[config.mk]
export PLATFORM = sky130hd
export DESIGN_NAME = counter_read_arbiter
export DESIGN_NICKNAME = d
export VERILOG_FILES = /design/src/rtl/counter_arb_pkg.sv /design/src/rtl/rr_arbiter.sv /design/src/rtl/counter_read_arbiter.sv
export SDC_FILE = /design/constraint.sdc
export NUM_CORES = 1
export LEC_CHECK = 0
export ABC_AREA = 1
export CORE_ASPECT_RATIO = 0.9
export CORE_UTILIZATION = 55
export DETAILED_ROUTE_END_ITERATION = 16
export DONT_BUFFER_PORTS = 1
export GPL_TIMING_DRIVEN = 0
export HOLD_SLACK_MARGIN = 0.02
export PLACE_DENSITY = 0.7
export SLEW_MARGIN = 20
export SYNTH_ARGS = -nofsm -noshare
export SYNTH_HDL_FRONTEND = slang
export SYNTH_SLANG_ARGS = --single-unit
export TNS_END_PERCENT = 20
[constraint.sdc]
create_clock -name aclk -period 4.6 [get_ports aclk]
set_input_delay 0.46 -clock aclk [delete_from_list [all_inputs] [get_ports aclk]]
set_output_delay 0.46 -clock aclk [all_outputs]
set_load 0.01 [all_outputs]
[src/rtl/counter_arb_pkg.sv]
// ----------------------------------------------------------------------------
// counter_arb_pkg
// Shared types and constants for the counter read arbiter.
//   arb_state_t      : arbiter FSM states (IDLE -> AR -> R -> RSP -> IDLE)
//   RRESP_OKAY       : AXI OKAY response encoding
//   CNT_ADDR_DEFAULT : default read address of the counter register
//   CNT_PROT_DEFAULT : default ARPROT for counter reads
// ----------------------------------------------------------------------------
package counter_arb_pkg;

    typedef enum logic [1:0] {
        IDLE = 2'd0,
        AR   = 2'd1,
        R    = 2'd2,
        RSP  = 2'd3
    } arb_state_t;

    localparam logic [1:0]  RRESP_OKAY       = 2'b00;
    localparam logic [11:0] CNT_ADDR_DEFAULT = 12'h000;
    localparam logic [2:0]  CNT_PROT_DEFAULT = 3'b000;

endpackage

[src/rtl/rr_arbiter.sv]
// ----------------------------------------------------------------------------
// rr_arbiter
// Purely combinational round-robin picker. Searches req starting at ptr and
// wrapping past N-1 back to 0; the first set bit wins.
//   req       in  N   request vector
//   ptr       in  IW  index that has highest priority this round (< N)
//   grant     out N   one-hot winner (all zero when no request)
//   grant_idx out IW  binary index of the winner (0 when no request)
// ----------------------------------------------------------------------------
module rr_arbiter #(
    parameter int N  = 4,
    parameter int IW = (N > 1) ? $clog2(N) : 1
) (
    input  logic [N-1:0]  req,
    input  logic [IW-1:0] ptr,
    output logic [N-1:0]  grant,
    output logic [IW-1:0] grant_idx
);

    // Walk the N candidate positions in priority order. The wrap is done by
    // an explicit subtraction rather than a bit mask so that N does not have
    // to be a power of two.
    always_comb begin
        logic          found;
        int            idx;
        logic [IW-1:0] sel;
        grant     = '0;
        grant_idx = '0;
        found     = 1'b0;
        idx       = 0;
        sel       = '0;
        for (int off = 0; off < N; off++) begin
            idx = int'(ptr) + off;
            if (idx >= N) begin
                idx = idx - N;
            end
            sel = IW'(idx);
            if (!found && req[sel]) begin
                found      = 1'b1;
                grant[sel] = 1'b1;
                grant_idx  = sel;
            end
        end
    end

endmodule

[src/rtl/counter_read_arbiter.sv]
// ----------------------------------------------------------------------------
// counter_read_arbiter
// Shares the AXI-lite read port of the 64-bit free-running counter among
// N_REQ local requesters, one AR/R transaction at a time, round-robin.
//   aclk, aresetn          clock and asynchronous active-low reset
//   req       in  N_REQ    level request per requester (sampled in IDLE only)
//   rsp_valid out N_REQ    one-hot single-cycle completion strobe
//   rsp_data  out 64       counter sample of the last completed read
//   rsp_err   out 1        last completed read returned RRESP != OKAY
//   m_ar*                  AXI-lite read address channel (addr/prot constant)
//   m_r*                   AXI-lite read data channel
// ----------------------------------------------------------------------------
module counter_read_arbiter
    import counter_arb_pkg::*;
#(
    parameter int          N_REQ    = 4,
    parameter logic [11:0] CNT_ADDR = CNT_ADDR_DEFAULT,
    parameter logic [2:0]  CNT_PROT = CNT_PROT_DEFAULT
) (
    input  logic             aclk,
    input  logic             aresetn,
    input  logic [N_REQ-1:0] req,
    output logic [N_REQ-1:0] rsp_valid,
    output logic [63:0]      rsp_data,
    output logic             rsp_err,
    output logic             m_arvalid,
    input  logic             m_arready,
    output logic [11:0]      m_araddr,
    output logic [2:0]       m_arprot,
    input  logic             m_rvalid,
    output logic             m_rready,
    input  logic [1:0]       m_rresp,
    input  logic [63:0]      m_rdata
);

    localparam int IW = $clog2(N_REQ);

    arb_state_t       state;
    arb_state_t       state_nxt;
    logic [IW-1:0]    ptr;
    logic [IW-1:0]    grant_idx_q;
    logic [N_REQ-1:0] arb_grant;
    logic [IW-1:0]    arb_idx;
    logic             arb_any;

    rr_arbiter #(
        .N  (N_REQ),
        .IW (IW)
    ) u_rr_arbiter (
        .req       (req),
        .ptr       (ptr),
        .grant     (arb_grant),
        .grant_idx (arb_idx)
    );

    assign arb_any  = (arb_grant != '0);
    assign m_araddr = CNT_ADDR;
    assign m_arprot = CNT_PROT;

    // State register. Reset drops any transaction in flight; the slave shares
    // aresetn, so no stale R beat can show up afterwards.
    always_ff @(posedge aclk or negedge aresetn) begin
        if (!aresetn) begin
            state <= IDLE;
        end else begin
            state <= state_nxt;
        end
    end

    // Winner capture and round-robin pointer. Both move only when a request
    // is accepted in IDLE, so req changes during AR/R/RSP have no effect.
    // The pointer moves one past the winner, wrapping by explicit compare.
    always_ff @(posedge aclk or negedge aresetn) begin
        if (!aresetn) begin
            grant_idx_q <= '0;
            ptr         <= '0;
        end else if (state == IDLE && arb_any) begin
            grant_idx_q <= arb_idx;
            ptr         <= (arb_idx == IW'(N_REQ - 1)) ? '0 : arb_idx + 1'b1;
        end
    end

    // Response capture on the R handshake. These registers then hold until
    // the next completed read, so a requester can pick them up at leisure.
    always_ff @(posedge aclk or negedge aresetn) begin
        if (!aresetn) begin
            rsp_data <= '0;
            rsp_err  <= 1'b0;
        end else if (state == R && m_rvalid) begin
            rsp_data <= m_rdata;
            rsp_err  <= (m_rresp != RRESP_OKAY);
        end
    end

    // Next-state and handshake outputs. All outputs are decoded from the
    // state alone, so arvalid stays up until the AR handshake and rready is
    // low everywhere outside R (stray rvalid is simply not accepted).
    always_comb begin
        state_nxt = state;
        m_arvalid = 1'b0;
        m_rready  = 1'b0;
        rsp_valid = '0;
        case (state)
            IDLE: begin
                if (arb_any) begin
                    state_nxt = AR;
                end
            end
            AR: begin
                m_arvalid = 1'b1;
                if (m_arready) begin
                    state_nxt = R;
                end
            end
            R: begin
                m_rready = 1'b1;
                if (m_rvalid) begin
                    state_nxt = RSP;
                end
            end
            RSP: begin
                rsp_valid[grant_idx_q] = 1'b1;
                state_nxt              = IDLE;
            end
            default: begin
                state_nxt = IDLE;
            end
        endcase
    end

endmodule

==> metrics.csv <==
metric;value;unit
status;finished clean;
Synth Cell Area;3430;sq um
M1 wire length;2910;um
async set-reset flop share out of synthesis;100.0;%
DR DRC count;0;
Tcrit/Tclk final;48.86;%
startpoint types;flip-flop;
worst vdd ir;0.0002974;V
CTS tree;done;
Post-synth top cells;nand2_1 (235), dfrtp_1 (71), buf_4 (16);
vias in the first global route;2685;
Simple-Gate Fraction of Synth Area;35.13;%
Max Slew Vio Count;0;
top cell type's share of synthesized area;51.81;%
Crit path required time;4820;ps
hpwl dp;5212;um
die span in x;85.24;um
Worst setup EP type;flip-flop;
post-route ant nets;0;
Pwr Density;753.4;nW/um^2
first-pass GRT wire length;12080;um
worst path cell trace;inv_2 > buf_6 > ha_1 > inv_1 > nand3_1 > nand2_2 > nor2_2 > inv_2 > nand2_2 > nand2_4 > nand2_4 > nand3_2 > nand2_1 > o21ai_1;
CTS H-tree depth;3;
vias per cell;5.025;
GPL Wtd Cong;0.7795;
Critical Path Fanout Max;11;
Arrival @ worst endpoint;2460;ps
Unique masters post-synth;23;
cells taking the most area after synthesis;dfrtp_1 (52%), nand2_1 (26%), ha_1 (4.0%), buf_4 (3.5%), nand3_1 (2.2%);
initial antenna violation count;0;
dominant combinational cell family by area after synthesis;simple AND/OR/NAND/NOR gates;
leakage power;2.153;nW
biggest area consumer among synthesized cells;dfrtp_1;
post-synthesis mux area share;0;%
Final nets;540;
clock root cell;clkbuf_8;
Clock transition at path regs;80;ps
predominant post-synthesis flop cell;dfrtp_1;
diode count;0;
met3 WL;554;um
Synth Area in Adders;4.013;%
Die Span Y;76.91;um
CTS Buf Count;9;
top sig layer;met4;
clock buffer depth;2;
clock latency on the worst-skew pair;330;ps
total grt overflow;0;
final hold slack;229.9;ps
Final Hold Fails;0;
RSZ-0062 raised after global routing;no;
number of flops mapped to enable cells by yosys;0;
core area;5856;sq um
crit path time final;2248;ps
Avg Inst Size Synth;8.013;sq um
synth warn;0;
clk sinks;71;
largest net degree at the start of global routing;72;
Post-Synth XOR/XNOR Area;0;%
Resize count post-CTS;0;
Post-CTS Setup Inserts;0;
Seq/Total Area, Yosys;51.81;%
Rows;26;
WL met2;3526;um
Crit path largest cell delay;490;ps
final WL;7166;um
total track usage;23.68;%
Setup Crit Path Kind;reg2reg;
Syn Inst Count;428;
master of the slowest instance on the critical path;dfrtp_1;
sequential cell area;1777;sq um
DR WL/cell;13.55;um
via count;2658;
multi-input logic area;1446;sq um
share of layout cells above drive strength 1;13.29;%
Initial DRC Count;105;
Max Fclk;444.9;MHz
Starting Density;58.57;%
Initial DRT Pass Iterations;5;
clock skew;5.671;ps
Max Cap Violations;0;
Hold Crit Class;in2reg;
die area;6555;sq um
Synth Area in Compound Gates;1.386;%
Setup TNS Final;0;ps
FILL cells;527;
Seq cells post-synth;71;
I/O Pins;160;
Area growth syn-to-layout;10.62;%
Port Buffer Count;0;
hold bufs inserted after CTS;2;
most common cell in the netlist;nand2_1;
Final setup viols;0;
per-stage QoR:
step	utilization [%]	cell area, sq um	worst slack (ps)	power, mW	cells
floorplan	-	3482	2667	2.137	442
global placement	60.96	3570	2407	2.342	512
detailed placement	60.96	3570	2395	2.379	512
CTS	64.79	3794	2380	2.882	529
global route	64.79	3794	2213	3.105	529
finish	64.79	3794	2352	2.858	529
flip-flops by register name, summed over array words and instances (netlist names), named ones only:
register / count
rsp_err: 1
state: 2
ptr: 1
grant_idx_q: 2
rsp_data: 64
critical path, delay by kind of cell, from the launching register on:
| family | cells | cell delay, ps |
|---|---|---|
| adders and majority gates | 1 | 400 |
| DFF | 1 | 490 |
| buffers and inverters | 4 | 450 |
| AOI/OAI and AO/OA | 1 | 70 |
| and+or+nand+nor | 8 | 730 |
report_power, final:
group	switching, mW	internal (mW)
registers	0.355	0.916
logic	0.710	0.402
clock network	0.227	0.249
total	1.29	1.57
final timing paths:
path	start	end	slack (ps)	cells past startpoint
setup / recovery	flip-flop	flip-flop	2350	14
setup reg to reg	flip-flop	flip-flop	2350	14
hold reg to reg	state[1]	state[1]	540	2
hold / removal	m_rdata[11]	rsp_data[11]	230	2
max in group asynchronous	aresetn	rsp_data[33]	3630	2
min in group asynchronous	aresetn	rsp_data[9]	670	2
area by class of cell:
cell class / instances / share of cell area [%]
sequential: 71 / 46.83
multi-input combinational: 320 / 38.13
buffer: 30 / 4.749
clock buffer: 10 / 3.364
tap: 70 / 2.309
inverter: 21 / 2.078
clock inverter: 5 / 1.550
timing repair buffer: 2 / 0.9894
logic make-up after synthesis:
family | Yosys count
compound gates | 8
simple gates | 286
fa+ha+maj | 11
other cells | 1
flops | 71
buf+inv | 51
layer usage:
layer	track usage (%)	vias up
met5	0	-
met4	11.69	0
met3	8.611	16
met2	40.32	106
met1	26.06	1217
li1	-	1319
cell usage in the layout (no fill, tap or decap), drive strengths merged:
| cell type | synthesis | routed |
|---|---|---|
| nand2 | 248 | 248 |
| dfrtp | 71 | 71 |
| clkbuf | 13 | 23 |
| inv | 21 | 22 |
| nand3 | 19 | 19 |
| buf | 17 | 18 |
| conb | 1 | 15 |
| nor2 | 12 | 12 |
| ha | 11 | 11 |
| o21ai | 5 | 5 |
| nor3 | 4 | 4 |
| a21oi | 3 | 3 |
| nand4 | 2 | 2 |
| clkinvlp | 0 | 2 |
| or2 | 1 | 1 |
| bufinv | 0 | 1 |
| clkinv | 0 | 1 |
| dlygate4sd3 | 0 | 1 |
Note: power is estimated with default switching activity, not from simulation.
